--- src/rtl/clk_div_multi.sv ---
// Multi-channel programmable 50%-duty clock divider with per-channel tick strobes.
// Optional macro CLK_DIV_SYNC_EN adds a sync_start input that phase-aligns all enabled channels.
module clk_div_multi #(
  parameter int NUM_CH      = 4,
  parameter int CNT_W       = 24,
  parameter int DEFAULT_DIV = 24999
) (
  input  logic              clk,
  input  logic              rst_n,
  input  logic [NUM_CH-1:0] ch_en,
  input  logic              div_wr,
  input  logic [3:0]        div_wr_ch,
  input  logic [CNT_W-1:0]  div_wr_data,
`ifdef CLK_DIV_SYNC_EN
  input  logic              sync_start,
`endif
  output logic              div_wr_ack,
  output logic              div_wr_err,
  output logic [NUM_CH-1:0] clk_out,
  output logic [NUM_CH-1:0] tick
);

  localparam logic [CNT_W-1:0] DIV_RST  = CNT_W'(DEFAULT_DIV);
  localparam logic [CNT_W-1:0] CNT_ONE  = CNT_W'(1);
  localparam logic [4:0]       CH_LIMIT = 5'(NUM_CH);

  logic wr_ok;
  logic sync_go;

  assign wr_ok = ({1'b0, div_wr_ch} < CH_LIMIT);

`ifdef CLK_DIV_SYNC_EN
  assign sync_go = sync_start;
`else
  assign sync_go = 1'b0;
`endif

  always_ff @(posedge clk) begin
    if (!rst_n) begin
      div_wr_ack <= 1'b0;
      div_wr_err <= 1'b0;
    end else begin
      div_wr_ack <= div_wr & wr_ok;
      div_wr_err <= div_wr & ~wr_ok;
    end
  end

  for (genvar i = 0; i < NUM_CH; i++) begin : g_ch
    localparam logic [3:0] CH_IDX = 4'(i);

    logic [CNT_W-1:0] cnt;
    logic [CNT_W-1:0] div_act;
    logic [CNT_W-1:0] div_pend;
    logic [CNT_W-1:0] pend_nxt;
    logic             clk_q;
    logic             tick_q;
    logic             wr_hit;

    assign wr_hit   = div_wr & wr_ok & (div_wr_ch == CH_IDX);
    // A write landing on a boundary cycle is picked up by div_act immediately.
    assign pend_nxt = wr_hit ? div_wr_data : div_pend;

    always_ff @(posedge clk) begin
      if (!rst_n) begin
        cnt      <= '0;
        div_act  <= DIV_RST;
        div_pend <= DIV_RST;
        clk_q    <= 1'b0;
        tick_q   <= 1'b0;
      end else begin
        div_pend <= pend_nxt;
        if (!ch_en[i] || sync_go) begin
          cnt     <= '0;
          clk_q   <= 1'b0;
          tick_q  <= 1'b0;
          div_act <= pend_nxt;
        end else if (cnt == div_act) begin
          cnt     <= '0;
          clk_q   <= ~clk_q;
          tick_q  <= ~clk_q;
          div_act <= pend_nxt;
        end else begin
          cnt    <= cnt + CNT_ONE;
          tick_q <= 1'b0;
        end
      end
    end

    assign clk_out[i] = clk_q;
    assign tick[i]    = tick_q;
  end

endmodule

--- config.mk ---
export PLATFORM = sky130hd
export DESIGN_NAME = clk_div_multi
export DESIGN_NICKNAME = d
export VERILOG_FILES = /design/src/rtl/clk_div_multi.sv
export SDC_FILE = /design/constraint.sdc
export NUM_CORES = 1
export LEC_CHECK = 0
export ABC_CLOCK_PERIOD_IN_PS = 2640
export BUFFER_PORTS_ARGS = -buffer_cell sky130_fd_sc_hd__buf_2
export CAP_MARGIN = 10
export CORE_MARGIN = 2
export CORE_UTILIZATION = 34
export DETAILED_ROUTE_END_ITERATION = 8
export PLACE_DENSITY = 0.48
export SETUP_SLACK_MARGIN = 0.15
export SLEW_MARGIN = 30
export SYNTH_ARGS = -nofsm -noshare
export SYNTH_HDL_FRONTEND = slang
export SYNTH_SLANG_ARGS = --single-unit
export TNS_END_PERCENT = 20
--- constraint.sdc ---
create_clock -name clk -period 2.64 [get_ports clk]
set_input_delay 0.264 -clock clk [delete_from_list [all_inputs] [get_ports clk]]
set_output_delay 0.264 -clock clk [all_outputs]
set_load 0.02 [all_outputs]
==> impl_results.md, run 1 <==
* Outcome: finished clean
* Pin count of the biggest net entering global routing at 43
* Least-Margin Pin Slew at about 0.81 ns
* HPWL after DPL at between 15,000 and 20,000 um
* Peak VDD IR at between 0.3 and 0.4 mV
* Post-route cell area at around 0.014 mm^2
* Post-synth ARST share at 0
* Overall die width at 189 um
* CP endpoint kind: flop
* Max Fclk at between 400 and 500 MHz
* RSZ-0062 raised after global routing: no
* Gpl congestion at 0.766
* Final Setup Violations at 0
* Mean Syn Cell Area at between 9 and 10 um^2
* Top cells by area, synth: dfxtp_1 (51%), xor2_1 (11%), o22a_1 (4.8%)
* Post-synth EDFFs at 0
* Share of the synthesized area in the top cell type at 0.510
* Num CTS Buffers at 34
* Row cnt at between 60 and 70
* Crit path largest cell delay at roughly 0.45 ns
* Final setup TNS at 0 ns
* Remaining DRCs at 0
* Clock skew at around 0.012 ns
* Seq pwr share at 0.474
* Die Area at roughly 0.036 mm^2
* Clk pin slew, worst setup/hold paths at ~0.06 ns
* DRT iter0 DRCs at a little under 400
* Hold Slack at slightly below 0.06 ns
* Post_cts resized at 0
* Fraction of final layout cells sized beyond drive strength 1 at 0.114
* Via Count at around 8,000
* Crit-path slowest cell: nor4_1
* Synthesis-stage register bit count at roughly 300
* Commonest non-fill, non-tap cells in the layout: dfxtp_1 (298), xor2_1 (145), nor2_1 (109)
* Cells along the critical path: xor2_1 -> nor4_1 -> and4_1 -> a21o_1 -> buf_12 -> nor2_1
* Synthesized area at around 0.012 mm^2
* Post-CTS setup buffer count at 0
* Multi-input logic area at 0.00535 mm^2
* Worst slew margin at 0.457
* Worst setup SP type: flop
* Inserted Diodes at 0
* Leakage power total at 5.71 nW
* WL/cell at 16.8 um
* YS warnings at 0
* WP data arrival at 2.51 ns
* Vias per cell at around 4.9
* Final total power at 9.88 mW
* Max-cap viol count at 0
* Clock power frac at 0.482
* # port buffers at 44
* Net Sw Power at 2.16 mW
* Slew Viols, Final at 0
* Crit path kind: flop to flop
* Dominant cell type by area after synthesis: dfxtp_1
* Starting Density at 0.347
* Die height at 189 um
* First-pass GRT wire length at 45,400 um
* Post-Route WL at ~28,000 um
* Clock tree buffer depth at 3
* Post-Syn Nets at ~1,200
* Clock sink total at 298
* CTS tree: yes
* Vias in the first global route at between 7,000 and 8,000
* CORE AREA at 0.0337 mm^2
* Worst Path Max Fanout at 22
* DRT antenna net count at 0
* H-tree Lvls at 2
* Switch share at 0.219
* Fill count at 3,352
* Post-synthesis sequential area ratio at 0.510
* Total GRT Usage at 0.160
* GR Overflow Total at 0
* Top-Level Pins at 45
* Period minus WS final at about 2.1 ns
* DRT Pass-1 Iters at 4
* Main synth FF type: dfxtp_1
* Final #Nets at approximately 1,300
* Int Pwr at 7.72 mW
* Synth cell types at 41
* Cell Pwr Density at around 730 mW/mm^2
* Combinational group share of total power at 0.044
* Worst skew pair latency at about 0.51 ns
* Tcrit/Tclk final at 0.802
* Placed Area at 0.0124 mm^2
* WP data required at slightly above 3 ns
* CTS root buf: clkbuf_16
* Final Hold Vio Count at 0
* Area growth syn-to-layout at 15.7%
* Storage element area at about 0.0060 mm^2
* Initial antenna violation count at 0
* Type of the tightest min-delay check: primary input to flop
* Commonest non-fill, non-tap cell in the layout: dfxtp_1
* Synthesized netlist cell count at roughly 1,200
==> cell families after synthesis <==
family / Yosys count / share of synthesized area
AOI/OAI and AO/OA: 180 / 0.112
xor gates and xnor gates: 184 / 0.138
adders and majority gates: 4 / 0.00428
buffers and inverters: 81 / 0.0322
DFF: 298 / 0.510
muxes: 32 / 0.0274
and+or+nand+nor: 412 / 0.176
==> cells in the mapped netlist (4+ instances only) <==
cell type / number
and4_1: 13
a22o_1: 32
clkbuf_1: 22
nor4_1: 33
xor2_1: 145
and2_1: 4
xnor2_1: 39
o21ai_0: 63
inv_1: 8
a21oi_1: 4
ha_1: 4
a21boi_1: 4
buf_2: 31
and2_0: 4
dfxtp_1: 298
buf_1: 11
o22a_1: 64
nand2_1: 80
nand4_1: 24
mux2i_1: 32
a21o_1: 4
nand3_1: 104
or2_2: 4
buf_4: 9
nor2_1: 109
a21oi_2: 4
o21ai_2: 4
nor3_1: 11
and3_1: 14
==> registers in the layout (all words and copies together), names as in the netlist <==
register,count
g_ch.cnt,96
div_wr_ack,1
g_ch.clk_q,4
div_wr_err,1
g_ch.div_act,96
g_ch.tick_q,4
g_ch.div_pend,96
==> area by class of cell <==
cell class                      instances  share of cell area
Clock buffer                           54              0.0813
Sequential cell                       298               0.441
Multi-Input combinational cell        812               0.395
Timing Repair Buffer                   74              0.0353
Clock inverter                          4             0.00351
Inverter                                8             0.00222
Tap cell                              448              0.0414
==> worst paths after layout <==
| kind | startpoint | endpoint | slack [ns] | depth (start not counted) |
|---|---|---|---|---|
| hold / removal | div_wr | div_wr_err | 0.06 | 3 |
| setup / recovery | g_ch[0].cnt[14] | g_ch[0].cnt[22] | 0.52 | 6 |
| hold reg to reg | g_ch[3].div_pend[7] | g_ch[3].div_pend[7] | 0.48 | 2 |
| setup reg to reg | g_ch[0].cnt[14] | g_ch[0].cnt[22] | 0.52 | 6 |
==> layer usage <==
layer / part of all wire / global-route usage / wire length (um)
met5: 0 / 0 / 0
met1: 0.51 / 0.229 / 14400
met4: 0.019 / 0.0408 / 532
met2: 0.45 / 0.252 / 12700
met3: 0.027 / 0.0254 / 758
==> worst max-delay path, delay by kind of cell, from the launching register on <==
family	cells	cell delay (ns)
and+or+nand+nor	3	0.88
buffers and inverters	1	0.22
AOI/OAI and AO/OA	1	0.38
xor gates and xnor gates	1	0.10
DFF	1	0.42
==> power by group through the flow <==
stage | combinational, mW | clock [mW] | sequential (mW)
global placement | 0.437 | 0 | 4.78
finish | 0.433 | 4.76 | 4.68
detailed placement | 0.440 | 0 | 4.79
CTS | 0.445 | 4.90 | 4.69
floorplan | 0.275 | 0 | 4.76
global route | 0.481 | 5.10 | 4.70
==> metrics by stage <==
step	util	instances	setup WS, ns
CTS	0.402	1698	0.514
detailed placement	0.367	1638	0.529
floorplan	-	1191	0.871
finish	0.402	1698	0.522
global placement	0.367	1638	0.551
global route	0.402	1698	0.350
==> timing repair <==
item,in CTS,in global routing
hold buffers,2,0
hold endpoints to repair,1,0
endpoints found under the setup margin,0,0
Power figures use the tool's default switching activity.
==> inputs of run 2 (changes only) <==
- ABC_CLOCK_PERIOD_IN_PS: 2640 -> 2160
- clock period: 2.64 -> 2.16 ns (I/O delays scaled with it)
==> run 2 against run 1 <==
Net effect:
- sequential share of layout area down 0.33 points
- critical path depth down 1
- non-clock buffer count up 18
- register-to-register slack worse by 0.31 ns
- first-iteration DRC count down 12%
- count of clock-buffer cells in the layout down 5
==> impl_results.md, run 2 (synthesis results as in run 1) <==
* First-pass GRT wire length at 45,700 um (+0.64%)
* Overall die width at 189 um (unchanged)
* Leakage power total at 5.77 nW (+1.0%)
* Via Count at 8,312 (+0.81%)
* Final setup TNS at 0 ns (unchanged)
* HPWL after DPL at 20,000 um (+0.71%)
* Max Fclk at 514 MHz (+8.8%)
* Least-Margin Pin Slew at 0.786 ns (-0.0216 ns)
* Final Hold Vio Count at 0 (unchanged)
* GR Overflow Total at 0 (unchanged)
* CTS tree: yes
* WL/cell at 16.7 um (-0.53%)
* Post-Route WL at 28,600 um (+0.35%)
* Final Setup Violations at 0 (unchanged)
* Starting Density at 0.347 (unchanged)
* Initial antenna violation count at 0 (unchanged)
* Peak VDD IR at 0.461 mV (+38%)
* Commonest non-fill, non-tap cell in the layout: dfxtp_1
* Fill count at 3,342 (-0.30%)
* Wl on met1 at 14,300 um (-0.82%)
* Top Registers: g_ch.cnt (96), g_ch.div_act (96), g_ch.div_pend (96)
* Total GRT Usage at 0.161 (+0.000878)
* Worst setup SP type: flop
* Cell Pwr Density at 870 mW/mm^2 (+19%)
* Worst R2R Path Depth at 5 (-1)
* Vias in the first global route at 8,075 (+3.4%)
* CORE AREA at 0.0337 mm^2 (unchanged)
* DRT antenna net count at 0 (unchanged)
* Post-CTS setup buffer count at 0 (unchanged)
* Period minus WS final at 1.95 ns (-0.171 ns)
* Max-cap viol count at 0 (unchanged)
* Worst Path Max Fanout at 8 (-64%)
* Gpl congestion at 0.796 (+3.9%)
* DRT iter0 DRCs at 349 (-12%)
* Top-Level Pins at 45 (unchanged)
* Multi-input logic area at 0.00540 mm^2 (+0.87%)
* WP data required at 2.55 ns (-0.48 ns)
* CTS root buf: clkbuf_16
* Pin count of the biggest net entering global routing at 41 (-4.7%)
* Final core occ at 0.405 (+0.00319)
* Crit path kind: flop to flop
* Clock skew at 0.0144 ns (+0.00253 ns)
* Slew Viols, Final at 0 (unchanged)
* Commonest non-fill, non-tap cells in the layout: dfxtp_1 (296), xor2_1 (145), nor2_1 (109)
* Remaining DRCs at 0 (unchanged)
* Clock tree buffer depth at 3 (unchanged)
* Worst skew pair latency at 0.50 ns (about the same)
* Clk pin slew, worst setup/hold paths at 0.06 ns (about the same)
* Worst slew margin at 0.476 (+0.0193)
* Row cnt at 67 (unchanged)
* Met2 wire len at 12,900 um (+1.3%)
* Die Area at 0.0359 mm^2 (unchanged)
* H-tree Lvls at 2 (unchanged)
* Inserted Diodes at 0 (unchanged)
* Hold Crit Depth at 3 (unchanged)
* Vias per cell at 4.85 (about the same)
* Outcome: finished clean
* Final #Nets at 1,285 (+1.4%)
* Area growth syn-to-layout at 16.7%
* Fraction of final layout cells sized beyond drive strength 1 at 0.128 (+0.0145)
* DRT Pass-1 Iters at 5 (+1)
* RSZ-0062 raised after global routing: yes
* WL met3 at 847 um (+12%)
* WP data arrival at 2.34 ns (-0.17 ns)
* Tcrit/Tclk final at 0.901 (+0.0991)
* Type of the tightest min-delay check: primary input to flop
* Clock sink total at 298 (unchanged)
* Storage element area at 0.00597 mm^2 (about the same)
* CP endpoint kind: flop
* Die height at 189 um (unchanged)
* Num CTS Buffers at 34 (unchanged)
* # port buffers at 44 (unchanged)
* Uppermost layer routed: met4
[run 2: cell count changes in the layout (fill, tap and decap cells not counted), sizes merged]
| cell | delta |
|---|---|
| buf | +16 |
| dlygate4sd3 | +2 |
| clkbuf | -5 |
| inv | +1 |
| bufinv | +1 |
[run 2: metrics by stage]
step	cell area, um^2	hold slack, ns	cells	setup slack, ns	power [mW]
finish	13600	0.0982	1713	0.213	11.9
global route	13600	0.0925	1713	0.0948	12.3
CTS	13600	0.0810	1713	0.176	12.0
detailed placement	12500	0.414	1654	0.189	6.38
global placement	12500	0.397	1654	0.197	6.38
floorplan	11700	0.293	1191	0.391	6.15
[run 2: critical path, cell delays in order, from the launching register on]
cell	delay, ns
dfxtp_1	0.49
xor2_1	0.12
nor4_1	0.34
and4_2	0.36
a21boi_1	0.22
a22o_1	0.30
[run 2: final cells by class]
type,instances,share of cell area
multi-input combinational,812,0.396
clock inverter,6,0.00661
clock buffer,49,0.0725
timing repair buffer,92,0.0444
inverter,8,0.00220
sequential,298,0.438
tap,448,0.0411
[run 2: path summary, 6_finish.rpt]
| check | slack (ns) | endpoint | startpoint |
|---|---|---|---|
| setup / recovery | 0.21 | g_ch[1].div_act[14] | g_ch[1].cnt[4] |
| hold / removal | 0.1 | g_ch[3].tick_q | ch_en[3] |
| setup reg to reg | 0.21 | g_ch[1].div_act[14] | g_ch[1].cnt[4] |
| hold reg to reg | 0.47 | g_ch[0].cnt[0] | g_ch[0].cnt[0] |
[run 2: timing repair]
item / CTS / global route
resized for setup: 0 / 11
endpoints found under the setup margin: 0 / 115
hold endpoints to repair: 2 / 0
hold buffers: 4 / 0
[run 2: report_power, final]
part | internal (mW) | total [mW] | switching [mW]
Sequential | 5.63 | 5.73 | 0.0986
Clock | 3.40 | 5.59 | 2.19
Combinational | 0.217 | 0.542 | 0.325
Total | 9.25 | 11.9 | 2.61
[run 2: metal layers]
| metal | global-route usage | vias to the layer above |
|---|---|---|
| met5 | 0 | - |
| met4 | 0.0394 | 0 |
| met3 | 0.0267 | 35 |
| met2 | 0.256 | 97 |
| met1 | 0.228 | 3896 |
| li1 | - | 4284 |
==> inputs of run 3 (changes only) <==
- ABC_AREA: not set -> 1
==> run 3 against run 2 <==
Net effect:
- synthesized cell count grew 82%
- largest cell class is now multi-input combinational cells
- core utilization shrank 1.1 points
- wire length grew 29%
- largest power group is now the clock network
==> impl_results.md, run 3 <==
* Commonest non-fill, non-tap cells in the layout: nand2_1 (713), inv_1 (368), dfxtp_1 (298)
* Clk pin slew, worst setup/hold paths at 0.07 ns (about the same)
* Peak VDD IR at 0.442 mV (-4.1%)
* Max-cap viol count at 0 (unchanged)
* Starting Density at 0.346 (-0.00137)
* # port buffers at 44 (unchanged)
* Fraction of final layout cells sized beyond drive strength 1 at 0.0997 (-0.0283)
* GR Overflow Total at 0 (unchanged)
* CP endpoint kind: flop
* Initial antenna violation count at 0 (unchanged)
* YS warnings at 0 (unchanged)
* Inserted Diodes at 0 (unchanged)
* Num CTS Buffers at 36 (+5.9%)
* Crit path kind: flop to flop
* Top-Level Pins at 45 (unchanged)
* Crit path largest cell delay at 0.42 ns (-0.07 ns)
* CTS root buf: clkbuf_16
* Via Count at 12,300 (+48%)
* Final Setup Violations at 0 (unchanged)
* Mux cell area share after synthesis at 0 (-0.0274)
* Period minus WS final at 1.84 ns (-0.111 ns)
* Share of the synthesized area in the top cell type at 0.421 (-0.0894)
* Post-synthesis sequential area ratio at 0.421 (-0.0894)
* Overall die width at 208 um (+9.9%)
* First-pass GRT wire length at 60,500 um (+33%)
* DRT Pass-1 Iters at 7 (+2)
* Post-Route WL at 36,700 um (+29%)
* CORE AREA at 0.0410 mm^2 (+22%)
* DRT antenna net count at 0 (unchanged)
* Top Registers: g_ch.cnt (96), g_ch.div_act (96), g_ch.div_pend (96)
* CTS tree: yes
* Outcome: finished clean
* Fill count at 4,377 (+31%)
* RSZ-0062 raised after global routing: yes
* Adder-cell share of the synthesized area at 0.00353 (-0.000750)
* Type of the tightest min-delay check: primary input to flop
* Clock tree buffer depth at 3 (unchanged)
* WL/cell at 13.3 um (-20%)
* Total GRT Usage at 0.172 (+0.0109)
* Largest family of logic cells by synthesized area: simple AND/OR/NAND/NOR gates
* Synthesis-stage register bit count at 298 (unchanged)
* Post-synth ARST share at 0 (unchanged)
* Synth cell types at 29 (-29%)
* Main synth FF type: dfxtp_1
* Vias per cell at 4.45 (-8.4%)
* Final #Nets at 2,240 (+74%)
* Synth Area in Simple Gates at 0.382 (+0.206)
* Area growth syn-to-layout at 13.9%
* Worst Path Max Fanout at 5 (-3)
* Top cells by area, synth: dfxtp_1 (42%), nand2_1 (19%), inv_1 (9.7%)
* CP dominant cell by count: nand2_1
* Least-Margin Pin Slew at 0.519 ns (-0.266 ns)
* Tcrit/Tclk final at 0.850 (-0.0512)
* Post-CTS setup buffer count at 0 (unchanged)
* Post-synthesis compound-gate area fraction at 0.0380 (-0.0742)
* Worst setup SP type: flop
* Vias in the first global route at 11,500 (+43%)
* Final Hold Vio Count at 0 (unchanged)
* Cells along the critical path: ha_1 -> nand2_1 -> nor2_1 -> nand2_1 -> nor2_1 -> nand2_1 -> nor2_4 -> nand2_1 -> nand2_1 -> a21oi_1
* Die Area at 0.0433 mm^2 (+21%)
* Dominant cell type by area after synthesis: dfxtp_1
* Crit-path slowest cell: dfxtp_1
* Max Fclk at 545 MHz (+6.0%)
* Leakage power total at 8.44 nW (+46%)
* Storage element area at 0.00597 mm^2 (about the same)
* Cell Pwr Density at 796 mW/mm^2 (-8.5%)
* Most numerous cell in the Yosys netlist: nand2_1
* Slew Viols, Final at 0 (unchanged)
* Row cnt at 74 (+10%)
* Clock sink total at 298 (unchanged)
* Hold Slack at 0.0707 ns (-0.0275 ns)
* HPWL after DPL at 26,100 um (+30%)
* Top cells by count, synth: nand2_1 (713), inv_1 (368), dfxtp_1 (298), nor2_1 (201), nand3_1 (199)
* Post-Synth XOR/XNOR Area at 0.0247 (-0.113)
* Multi-input logic area at 0.00636 mm^2 (+18%)
* Synthesized netlist cell count at 2,162 (+82%)
* Worst slew margin at 0.654 (+0.177)
* WP data required at 2.56 ns (about the same)
* Pin count of the biggest net entering global routing at 49 (+20%)
* Gpl congestion at 0.832 (+4.5%)
* DRT iter0 DRCs at 790 (+130%)
* Final setup TNS at 0 ns (unchanged)
* Post-synth EDFFs at 0 (unchanged)
* Commonest non-fill, non-tap cell in the layout: nand2_1
* Worst skew pair latency at 0.53 ns (+0.03 ns)
* Remaining DRCs at 0 (unchanged)
* Post-Syn Nets at 2,201 (+79%)
* Die height at 208 um (+9.9%)
* Synthesized area at 0.0142 mm^2 (+21%)
* WP data arrival at 2.24 ns (-0.10 ns)
* Clock skew at 0.0185 ns (+0.00409 ns)
* H-tree Lvls at 2 (unchanged)
* Mean Syn Cell Area at 6.56 um^2 (-33%)
run 3: changes by cell type after synthesis, moves of 37 or more:
cell / change
xnor2_1: -39
nand2_1: +633
o22a_1: -64
nor2_1: +92
o21ai_0: -48
nand3_1: +95
inv_1: +360
nor3_1: +43
xor2_1: -105
or2_2: +61
a21oi_1: +37
run 3: critical path: cells and delay by family (launching register included):
family	cells	cell delay, ns
compound gates	1	0.06
simple gates	8	1.04
flops	1	0.42
fa+ha+maj	1	0.20
run 3: routing by layer:
| layer | part of all wire | routed length [um] | global-route usage | vias up |
|---|---|---|---|---|
| li1 | - | - | - | 6621 |
| met1 | 0.51 | 18800 | 0.242 | 5438 |
| met2 | 0.44 | 16100 | 0.276 | 153 |
| met3 | 0.030 | 1100 | 0.0235 | 49 |
| met4 | 0.021 | 784 | 0.0471 | 0 |
| met5 | 0 | 0 | 0 | - |
run 3: per-stage QoR:
| step | std cells | power (mW) | util | setup slack, ns | cell area, um^2 |
|---|---|---|---|---|---|
| 6_report | 2758 | 12.8 | 0.394 | 0.324 | 16100 |
| 5_1_grt | 2758 | 13.4 | 0.394 | 0.132 | 16100 |
| 4_1_cts | 2758 | 13.0 | 0.393 | 0.276 | 16100 |
| 3_5_place_dp | 2691 | 6.66 | 0.363 | 0.284 | 14900 |
| 3_3_place_gp | 2691 | 6.65 | 0.363 | 0.292 | 14900 |
| 2_1_floorplan | 2162 | 6.42 | - | 0.594 | 14200 |
run 3: kinds of logic (layout without fill, tap and decap cells):
group | Yosys count | after routing
adders and majority gates | 4 | 4
AOI/OAI and AO/OA | 91 | 91
DFF | 298 | 298
buffers and inverters | 454 | 518
and+or+nand+nor | 1275 | 1275
xor gates and xnor gates | 40 | 40
run 3: worst paths after layout:
check	from	to	slack, ns	cells after the start
setup / recovery	g_ch[3].cnt[1]	g_ch[3].cnt[20]	0.32	10
hold / removal	ch_en[2]	g_ch[2].clk_q	0.07	5
setup reg to reg	g_ch[3].cnt[1]	g_ch[3].cnt[20]	0.32	10
hold reg to reg	g_ch[2].cnt[0]	g_ch[2].cnt[0]	0.48	1
run 3: timing repair:
| action | in CTS | in global routing |
|---|---|---|
| endpoints found under the hold margin | 2 | 0 |
| setup endpoints to repair | 0 | 7 |
| resized for setup | 0 | 3 |
| hold buffers | 4 | 0 |
run 3: cell type report:
cell class,count,share of cell area
Clock buffer,51,0.0637
Timing Repair Buffer,79,0.0322
Inverter,376,0.0874
Clock inverter,12,0.0119
Multi-Input combinational cell,1410,0.394
Sequential cell,298,0.369
Tap cell,532,0.0412
run 3: where the power goes:
group          switching, mW  internal (mW)
combinational          0.513          0.287
sequential            0.0869           5.65
clock                   2.39           3.91
